`src/rtl/ctrl_pkg.sv`:
```
// Shared types and constants for the multicycle control unit.
package ctrl_pkg;

  // One state per datapath phase; 4-bit encoding leaves room for growth.
  typedef enum logic [3:0] {
    S_FETCH   = 4'd0,
    S_DECODE  = 4'd1,
    S_MEMADR  = 4'd2,
    S_MEMRD   = 4'd3,
    S_MEMWB   = 4'd4,
    S_MEMWR   = 4'd5,
    S_EXECR   = 4'd6,
    S_EXECI   = 4'd7,
    S_ALUWB   = 4'd8,
    S_BRANCH  = 4'd9,
    S_ILLEGAL = 4'd10
  } state_t;

  localparam logic [1:0] ALU_ADD = 2'b00;
  localparam logic [1:0] ALU_SUB = 2'b01;
  localparam logic [1:0] ALU_AND = 2'b10;
  localparam logic [1:0] ALU_ORR = 2'b11;

  localparam logic [1:0] OP_DP  = 2'b00;
  localparam logic [1:0] OP_MEM = 2'b01;
  localparam logic [1:0] OP_BR  = 2'b10;

endpackage

```
`src/rtl/alu_decoder.sv`:
```
// Funct/ALUOp to ALUControl and flag-write enables.
module alu_decoder
  import ctrl_pkg::*;
(
  input  logic       i_alu_op,
  input  logic [5:0] i_funct,
  output logic [1:0] o_alu_control,
  output logic [1:0] o_flag_w
);

  // Command decode; unknown commands fall back to add, flags only when S=1.
  always_comb begin
    o_alu_control = ALU_ADD;
    o_flag_w      = 2'b00;
    if (i_alu_op) begin
      case (i_funct[4:1])
        4'b0100: o_alu_control = ALU_ADD;
        4'b0010: o_alu_control = ALU_SUB;
        4'b0000: o_alu_control = ALU_AND;
        4'b1100: o_alu_control = ALU_ORR;
        default: o_alu_control = ALU_ADD;
      endcase
      o_flag_w[1] = i_funct[0];
      o_flag_w[0] = i_funct[0] &
                    ((o_alu_control == ALU_ADD) || (o_alu_control == ALU_SUB));
    end
  end

endmodule

```
`src/rtl/multicycle_ctrl.sv`:
```
// Multicycle control FSM: one control word per execution phase.
//
// state     | meaning
// ----------+-------------------------------------------------
// FETCH     | read instr at PC, PC+4; waits for MemReady
// DECODE    | register read, PC+8 precompute
// MEMADR    | compute load/store address
// MEMRD     | data read request; waits for MemReady
// MEMWB     | write load data to register file
// MEMWR     | data write request; waits for MemReady
// EXECR     | ALU op, register operand
// EXECI     | ALU op, immediate operand
// ALUWB     | write ALU result to register file
// BRANCH    | branch target compute, Branch strobe
// ILLEGAL   | one-cycle Illegal pulse, then refetch
module multicycle_ctrl
  import ctrl_pkg::*;
(
  input  logic       clk,
  input  logic       reset,
  input  logic [1:0] Op,
  input  logic [5:0] Funct,
  input  logic [3:0] Rd,
  input  logic       MemReady,
  output logic       MemReq,
  output logic       IRWrite,
  output logic       NextPC,
  output logic       AdrSrc,
  output logic       ALUSrcA,
  output logic [1:0] ALUSrcB,
  output logic [1:0] ResultSrc,
  output logic [1:0] ALUControl,
  output logic [1:0] FlagW,
  output logic       RegW,
  output logic       MemW,
  output logic       Branch,
  output logic       PCS,
  output logic       Illegal
);

  state_t     r_state;
  state_t     w_next_state;
  logic       w_mem_req, w_ir_write, w_next_pc, w_adr_src, w_alu_src_a;
  logic [1:0] w_alu_src_b, w_result_src;
  logic       w_alu_op, w_reg_w, w_mem_w, w_branch, w_illegal;
  logic [1:0] w_alu_control, w_flag_w;

  // State register; reset aborts any in-flight phase and restarts at fetch.
  always_ff @(posedge clk) begin
    if (reset) r_state <= S_FETCH;
    else       r_state <= w_next_state;
  end

  // Next-state logic; MemReady only matters in the memory-wait states.
  always_comb begin
    w_next_state = r_state;
    case (r_state)
      S_FETCH:  if (MemReady) w_next_state = S_DECODE;
      S_DECODE: begin
        case (Op)
          OP_MEM:  w_next_state = S_MEMADR;
          OP_DP:   w_next_state = Funct[5] ? S_EXECI : S_EXECR;
          OP_BR:   w_next_state = S_BRANCH;
          default: w_next_state = S_ILLEGAL;
        endcase
      end
      S_MEMADR: w_next_state = Funct[0] ? S_MEMRD : S_MEMWR;
      S_MEMRD:  if (MemReady) w_next_state = S_MEMWB;
      S_MEMWR:  if (MemReady) w_next_state = S_FETCH;
      S_EXECR,
      S_EXECI:  w_next_state = S_ALUWB;
      default:  w_next_state = S_FETCH;
    endcase
  end

  // Moore control word; only IRWrite/NextPC look at MemReady directly.
  always_comb begin
    w_mem_req    = 1'b0;
    w_ir_write   = 1'b0;
    w_next_pc    = 1'b0;
    w_adr_src    = 1'b0;
    w_alu_src_a  = 1'b0;
    w_alu_src_b  = 2'b00;
    w_result_src = 2'b00;
    w_alu_op     = 1'b0;
    w_reg_w      = 1'b0;
    w_mem_w      = 1'b0;
    w_branch     = 1'b0;
    w_illegal    = 1'b0;
    case (r_state)
      S_FETCH: begin
        w_mem_req    = 1'b1;
        w_ir_write   = MemReady;
        w_next_pc    = MemReady;
        w_alu_src_a  = 1'b1;
        w_alu_src_b  = 2'b10;
        w_result_src = 2'b10;
      end
      S_DECODE: begin
        w_alu_src_a  = 1'b1;
        w_alu_src_b  = 2'b10;
        w_result_src = 2'b10;
      end
      S_MEMADR: w_alu_src_b = 2'b01;
      S_MEMRD: begin
        w_mem_req = 1'b1;
        w_adr_src = 1'b1;
      end
      S_MEMWB: begin
        w_result_src = 2'b01;
        w_reg_w      = 1'b1;
      end
      S_MEMWR: begin
        w_mem_req = 1'b1;
        w_adr_src = 1'b1;
        w_mem_w   = 1'b1;
      end
      S_EXECR: w_alu_op = 1'b1;
      S_EXECI: begin
        w_alu_src_b = 2'b01;
        w_alu_op    = 1'b1;
      end
      S_ALUWB: w_reg_w = 1'b1;
      S_BRANCH: begin
        w_alu_src_b  = 2'b01;
        w_result_src = 2'b10;
        w_branch     = 1'b1;
      end
      S_ILLEGAL: w_illegal = 1'b1;
      default: ;
    endcase
  end

  alu_decoder u_alu_decoder (
    .i_alu_op      (w_alu_op),
    .i_funct       (Funct),
    .o_alu_control (w_alu_control),
    .o_flag_w      (w_flag_w)
  );

  // Reset forces a quiet control word regardless of the registered state.
  assign MemReq     = ~reset & w_mem_req;
  assign IRWrite    = ~reset & w_ir_write;
  assign NextPC     = ~reset & w_next_pc;
  assign AdrSrc     = ~reset & w_adr_src;
  assign ALUSrcA    = ~reset & w_alu_src_a;
  assign ALUSrcB    = reset ? 2'b00 : w_alu_src_b;
  assign ResultSrc  = reset ? 2'b00 : w_result_src;
  assign ALUControl = reset ? 2'b00 : w_alu_control;
  assign FlagW      = reset ? 2'b00 : w_flag_w;
  assign RegW       = ~reset & w_reg_w;
  assign MemW       = ~reset & w_mem_w;
  assign Branch     = ~reset & w_branch;
  assign Illegal    = ~reset & w_illegal;
  assign PCS        = ~reset & (((Rd == 4'b1111) & w_reg_w) | w_branch);

endmodule

```
`config.mk`:
```
export PLATFORM = sky130hd
export DESIGN_NAME = multicycle_ctrl
export DESIGN_NICKNAME = d
export VERILOG_FILES = /design/src/rtl/ctrl_pkg.sv /design/src/rtl/alu_decoder.sv /design/src/rtl/multicycle_ctrl.sv
export SDC_FILE = /design/constraint.sdc
export NUM_CORES = 1
export LEC_CHECK = 0
export CAP_MARGIN = 10
export CORE_MARGIN = 1
export CORE_UTILIZATION = 36
export CTS_CLUSTER_DIAMETER = 50
export DETAILED_ROUTE_END_ITERATION = 16
export GPL_TIMING_DRIVEN = 0
export PLACE_DENSITY = 0.79
export SLEW_MARGIN = 20
export SYNTH_ARGS = -nofsm -noshare
export SYNTH_HDL_FRONTEND = slang
export SYNTH_HIERARCHICAL = 1
export SYNTH_SLANG_ARGS = --single-unit
```
`constraint.sdc`:
```
create_clock -name clk -period 1.7 [get_ports clk]
set_input_delay 0.255 -clock clk [delete_from_list [all_inputs] [get_ports clk]]
set_output_delay 0.255 -clock clk [all_outputs]
set_load 0.005 [all_outputs]
```
==> results of run 1 <==
cell type report:
| cell class | instances | share of cell area |
|---|---|---|
| repair buffers | 43 | 0.317 |
| flip-flops and latches | 4 | 0.0880 |
| multi-input cells | 57 | 0.486 |
| well taps | 15 | 0.0174 |
| clock buffers | 3 | 0.0208 |
| inverters | 4 | 0.0139 |
| plain buffers | 6 | 0.0567 |
placed cells by master (no fill, tap or decap), drive strengths merged, types with 3 or more instances in the layout:
cell,Yosys,layout
inv,4,4
dfxtp,4,4
buf,6,26
dlygate4sd2,0,7
nor2b,5,5
clkdlybuf4s50,0,10
a21oi,3,3
o21ai,3,3
a211oi,3,3
clkbuf,3,7
nor2,4,4
nand2b,3,3
nor3b,3,3
nand2,3,3
nor3,3,3
worst register-to-register path, cell delays in order, from the launching register on:
cell	delay, ps
dfxtp_4	360
buf_6	130
xnor2_2	180
a2111o_1	460
a211oi_1	230
cells by family after synthesis:
| group | after synthesis |
|---|---|
| AO/OA/AOI/OAI | 18 |
| XOR/XNOR | 3 |
| buffers and inverters | 13 |
| flip-flops | 4 |
| AND/OR/NAND/NOR | 36 |
path summary, 6_finish.rpt:
path	from	end	slack, ps
worst max-delay path	r_state[0]	NextPC	-140
worst min-delay path	r_state[1]	r_state[3]	680
worst max register to register	r_state[2]	r_state[2]	260
worst min register to register	r_state[1]	r_state[3]	680
synth_stat cells (all sizes together) (2+ instances only):
library cell,instances,area share
a211oi,3,0.042
a21oi,3,0.028
buf,6,0.070
clkbuf,3,0.021
dfxtp,4,0.15
inv,4,0.028
nand2,3,0.021
nand2b,3,0.035
nand3,2,0.019
nor2,4,0.028
nor2b,5,0.059
nor3,3,0.028
nor3b,3,0.042
o211ai,2,0.028
o21ai,3,0.028
or3,2,0.023
or4,2,0.028
xnor2,2,0.033
power by group through the flow:
stage | Combinational, mW | Sequential [mW] | Clock [mW]
4_1_cts | 0.683 | 0.165 | 0.117
3_3_place_gp | 0.533 | 0.138 | 0
2_1_floorplan | 0.336 | 0.133 | 0
6_report | 0.792 | 0.183 | 0.120
5_1_grt | 0.841 | 0.181 | 0.127
3_5_place_dp | 0.542 | 0.139 | 0
per-layer routing:
layer	share of wire	routed length [um]
met5	0	0
met4	0	0
met2	0.54	1190
met3	0.096	213
met1	0.37	812
what timing repair did:
action	CTS	global route
resized for setup	86	27
pin swaps	9	10
setup buffers	5	7
endpoints found under the setup margin	18	16
gates cloned	0	0
hold endpoints to repair	0	0
per-stage QoR:
step	cell area [um2]	TNS, ps	setup WS, ps
detailed placement	873	-6900	-547
CTS	1020	-1420	-227
global placement	873	-6720	-536
floorplan	534	0	32.6
global route	1080	-1130	-204
finish	1080	-681	-138
==> results by group, run 1 <==
Run status
  • Status: finished with violations
  • Failing checks: setup timing

Pwr
  • Combinational share of power: 0.723
  • P_int: 0.646 mW
  • Sw frac: 0.410
  • Power share of the clock group: 0.109
  • Tot Pwr: 1.09 mW
  • Max IR drop VDD: 0.000527 V
  • Seq pwr share: 0.167
  • P per Cell Area: 1010 nW/um2
  • Leak: 0.482 nW
  • Switching pwr: 0.448 mW

Drt
  • Via Count: 789
  • DRC viols: 0
  • DRT iter0 DRCs: 30
  • Routed Antenna Nets: 0
  • Final WL: 2.21 mm
  • WL per Instance: 16.8 um
  • Detailed Routing Iterations Pass 1: 4
  • Routed vias/inst: 5.98

Clocking
  • Clk slew on worst S/H paths: 40 ps
  • Sink Count: 4
  • Cts-stage hold buffer count: 0
  • CTS H-tree depth: 1
  • Root Buffer: clkbuf_4
  • TritonCTS buffer count: 3
  • Clk_lat worst skew: 240 ps
  • CTS tree: yes
  • CTS Buffer Depth: 2

Yosys
  • Avg Cell Area, Syn: 7.22 um2
  • Syn Nets: 89
  • Flops & latches, synth: 4
  • Synth Area in XOR/XNOR: 0.0492
  • Async S/R FF share, synth: 0
  • Mux share of post-synthesis cell area: 0
  • Sequential share of the synthesized area: 0.150
  • Top FF cell, synth: dfxtp_1
  • Post-Synth Adder-Cell Area: 0
  • Synth Area in Simple Gates: 0.431
  • Yosys Warn Count: 6
  • Yosys cell types: 37
  • Mapped Area: 534 um2
  • Largest family of logic cells by synthesized area: simple AND/OR/NAND/NOR gates
  • Syn Inst Count: 74
  • Post-synth EDFFs: 0
  • Post-synthesis compound-gate area fraction: 0.251

Critical path
  • CP bufs+invs: 2
  • WP data arrival: 1580 ps
  • Top delay family on crit path: simple AND/OR/NAND/NOR gates
  • FF-to-FF path depth: 4
  • CP peak stage delay: 560 ps
  • CP Max Fanout: 5
  • Critical path type: reg2out
  • Crit path launch type: flip-flop
  • Worst path depth: 4
  • Crit. End Element: primary output
  • Slowest CP cell: or4_4
  • Req. time, crit path: 1440 ps
  • Worst path cell trace: or4_4, nor3b_4, buf_4, buf_6

Place
  • Routability congestion estimate: 0.788
  • Detailed placement HPWL: 1.24 mm
  • Number of port buffers: 32
  • DP Cell Count: 121

STA
  • Fin crit period: 1840 ps
  • Unrepaired setup endpoints after global routing: true
  • Actual slew at the worst max-slew pin: 324 ps
  • Rel. slew slack: 0.783
  • Max Freq: 544 MHz
  • Post-route setup slack: -138 ps
  • Final setup fails: 7
  • Final setup skew: 3.50 ps
  • Slew Limit Fails: 0
  • Final hold violations: 0
  • WHS: 680 ps
  • Tcrit/Tclk final: 1.08

Global routing
  • Total global routing overflow: 0
  • Antenna violations before repair: 0
  • M1 GR Usage: 0.321
  • All-layer global routing usage: 0.252
  • Largest net degree at the start of global routing: 11
  • GR Util met2: 0.456
  • Most Used Layer, Global Route: met2
  • Vias in the first global route: 615
  • First-pass GRT wire length: 2.80 mm
  • Global Route met3 Usage: 0.0167

Floorplan
  • Die area: 1640 um2
  • Num ports: 33
  • Die Width: 40.5 um
  • Die Height: 40.5 um
  • Starting Density: 0.401
  • Core Area: 1330 um2
  • Row Count: 13

Worst hold path
  • Worst hold stages: 3
  • Worst min path class: reg2reg

Final layout
  • Post-layout util: 0.811
  • Sequential cell area: 95.1 um2
  • Fraction of layout instances using a drive strength above 1: 0.521
  • Top flop regs: r_state (4)
  • # fillers: 94
  • Multi-input gate area: 526 um2
  • Final non-filler cell total: 132
  • Biggest register: r_state
  • Area grow syn2layout: 102%
  • Max reg flops: 4
  • Fin nets: 134
  • Inserted Diodes: 0

Flow run
  • Max Cap Viol: 0
Power figures use the tool's default switching activity.
==> inputs of run 2 (changes only) <==
--- a/config.mk
+++ b/config.mk
@@ -7,11 +7,11 @@
 export LEC_CHECK = 0
 export CAP_MARGIN = 10
 export CORE_MARGIN = 1
-export CORE_UTILIZATION = 36
+export CORE_UTILIZATION = 38
 export CTS_CLUSTER_DIAMETER = 50
 export DETAILED_ROUTE_END_ITERATION = 16
 export GPL_TIMING_DRIVEN = 0
-export PLACE_DENSITY = 0.79
+export PLACE_DENSITY = 0.82
 export SLEW_MARGIN = 20
 export SYNTH_ARGS = -nofsm -noshare
 export SYNTH_HDL_FRONTEND = slang
==> constraint.sdc (replaced) <==
create_clock -name clk -period 2.32 [get_ports clk]
set_input_delay 0.348 -clock clk [delete_from_list [all_inputs] [get_ports clk]]
set_output_delay 0.348 -clock clk [all_outputs]
set_load 0.005 [all_outputs]
==> results by group, run 2 (synthesis gave the netlist of run 1 again) <==
Floorplan
  • Die area: 1560 um2 (-5.0%)
  • Core Area: 1300 um2 (-2.4%)
  • Num ports: 33 (unchanged)
  • Die Height: 39.5 um (-2.5%)
  • Starting Density: 0.411 (+0.0100)
  • Die Width: 39.5 um (-2.5%)
  • Row Count: 13 (unchanged)

Critical path
  • Req. time, crit path: 1970 ps (+530 ps)
  • Critical path type: reg2out
  • Crit path launch type: flip-flop
  • Crit. End Element: primary output
  • CP Max Fanout: 10 (+5)
  • WP data arrival: 1930 ps (+350 ps)

Final layout
  • Fraction of layout instances using a drive strength above 1: 0.194 (-0.327)
  • Fin nets: 125 (-6.7%)
  • Most frequent cells in the layout: clkdlybuf4s50_1, buf_4, nor2b_1
  • # fillers: 112 (+19%)
  • Area grow syn2layout: 74.7%
  • Final non-filler cell total: 123 (-6.8%)
  • Most common cell after layout, fill and taps aside: clkdlybuf4s50_1
  • Max reg flops: 4 (unchanged)
  • Biggest register: r_state
  • Design Area, Final: 933 um2 (-14%)
  • Inserted Diodes: 0 (unchanged)
  • Top flop regs: r_state (4)

Clocking
  • Setup Fix Bufs, Post-CTS: 0 (-5)
  • CTS Buffer Depth: 2 (unchanged)
  • TritonCTS buffer count: 3 (unchanged)
  • Clk slew on worst S/H paths: 40 ps (about the same)
  • CTS H-tree depth: 1 (unchanged)
  • Sink Count: 4 (unchanged)
  • Root Buffer: clkbuf_4
  • CTS tree: yes
  • Clk_lat worst skew: 240 ps (about the same)

Drt
  • Via Count: 675 (-14%)
  • DRT iter0 DRCs: 24 (-20%)
  • WL per Instance: 12.4 um (-26%)
  • Routed Antenna Nets: 0 (unchanged)
  • Detailed Routing Iterations Pass 1: 4 (unchanged)
  • Final WL: 1.52 mm (-31%)
  • DRC viols: 0 (unchanged)
  • Routed vias/inst: 5.49 (-8.2%)

Global routing
  • First-pass GRT wire length: 2.33 mm (-17%)
  • Total global routing overflow: 0 (unchanged)
  • Vias in the first global route: 537 (-13%)
  • All-layer global routing usage: 0.217 (-0.0354)
  • Largest net degree at the start of global routing: 11 (unchanged)
  • Antenna violations before repair: 0 (unchanged)

Place
  • Detailed placement HPWL: 1.15 mm (-7.4%)
  • Routability congestion estimate: 0.771 (-2.1%)
  • Number of port buffers: 32 (unchanged)
  • Post-place instance area: 873 um2 (unchanged)
  • DP Cell Count: 121 (unchanged)

STA
  • Rel. slew slack: 0.721 (-0.0616)
  • Max Freq: 438 MHz
  • WHS: 617 ps (-62.9 ps)
  • Final setup fails: 0 (-7)
  • Tcrit/Tclk final: 0.983
  • Fin crit period: 2280 ps
  • Unrepaired setup endpoints after global routing: true
  • Final setup skew: 2.12 ps (-1.38 ps)
  • Final hold violations: 0 (unchanged)
  • Setup TNS: 0 ps (+681 ps)
  • Slew Limit Fails: 0 (unchanged)
  • Actual slew at the worst max-slew pin: 415 ps (+90.5 ps)

Run status
  • Status: completed

Pwr
  • Leak: 0.367 nW (-24%)
  • Max IR drop VDD: 0.000314 V (-40%)
  • P per Cell Area: 671 nW/um2 (-34%)

Worst hold path
  • Worst min path class: reg2reg

Flow run
  • Max Cap Viol: 0 (unchanged)
-- run 2: cell types whose count changed in the layout (fill, tap and decap cells not counted), sizes merged --
| cell | previous run | this run |
|---|---|---|
| clkdlybuf4s50 | 10 | 27 |
| dlymetal6s2s | 1 | 0 |
| dlygate4sd2 | 7 | 4 |
| clkbuf | 7 | 6 |
| buf | 26 | 6 |
| clkdlybuf4s15 | 1 | 0 |
-- run 2: through the flow --
step | utilization | setup slack [ps] | total power, mW
finish | 0.717 | 38.6 | 0.626
global route | 0.717 | -49.6 | 0.674
CTS | 0.705 | 3.59 | 0.612
detailed placement | 0.671 | -133 | 0.498
global placement | 0.671 | -110 | 0.493
floorplan | - | 560 | 0.344
-- run 2: cell type report --
type | count | area [um2] | area share
Clock buffer | 3 | 22.5 | 0.0241
Multi-Input combinational cell | 57 | 414 | 0.444
Buffer | 8 | 63.8 | 0.0684
Sequential cell | 4 | 86.3 | 0.0925
Timing Repair Buffer | 32 | 313 | 0.335
Tap cell | 15 | 18.8 | 0.0201
Inverter | 4 | 15.0 | 0.0161
-- run 2: what timing repair did --
item,CTS,global route
pin swaps,2,0
resized for setup,14,8
endpoints found under the setup margin,11,7
hold buffers,0,0
-- run 2: worst paths after layout --
| kind | startpoint | endpoint | slack (ps) | depth (start not counted) |
|---|---|---|---|---|
| hold / removal | r_state[0] | r_state[0] | 620 | 2 |
| setup reg to reg | r_state[2] | r_state[2] | 950 | 4 |
| hold reg to reg | r_state[0] | r_state[0] | 620 | 2 |
| setup / recovery | r_state[2] | FlagW[0] | 40 | 7 |
-- run 2: power by group --
part           total, mW  switching, mW  internal, mW  leakage [nW]
clock             0.0890         0.0310        0.0580        0.0138
sequential         0.123         0.0295        0.0935        0.0343
combinational      0.414          0.178         0.236         0.318
-- run 2: per-layer routing --
layer,GRT usage,up-vias,share of wire
met5,0,-,0
met4,0.0517,0,0.0039
met3,0.0568,2,0.047
met2,0.340,24,0.50
met1,0.290,308,0.45
li1,-,341,-
-- run 2: critical path, stage by stage, from the launching register on --
cell and delay, ps:
dfxtp_1 320, buf_6 130, clkbuf_8 160, and3b_2 210, and2_4 140, o31a_2 120, nor2b_1 120, clkdlybuf4s50_1 500
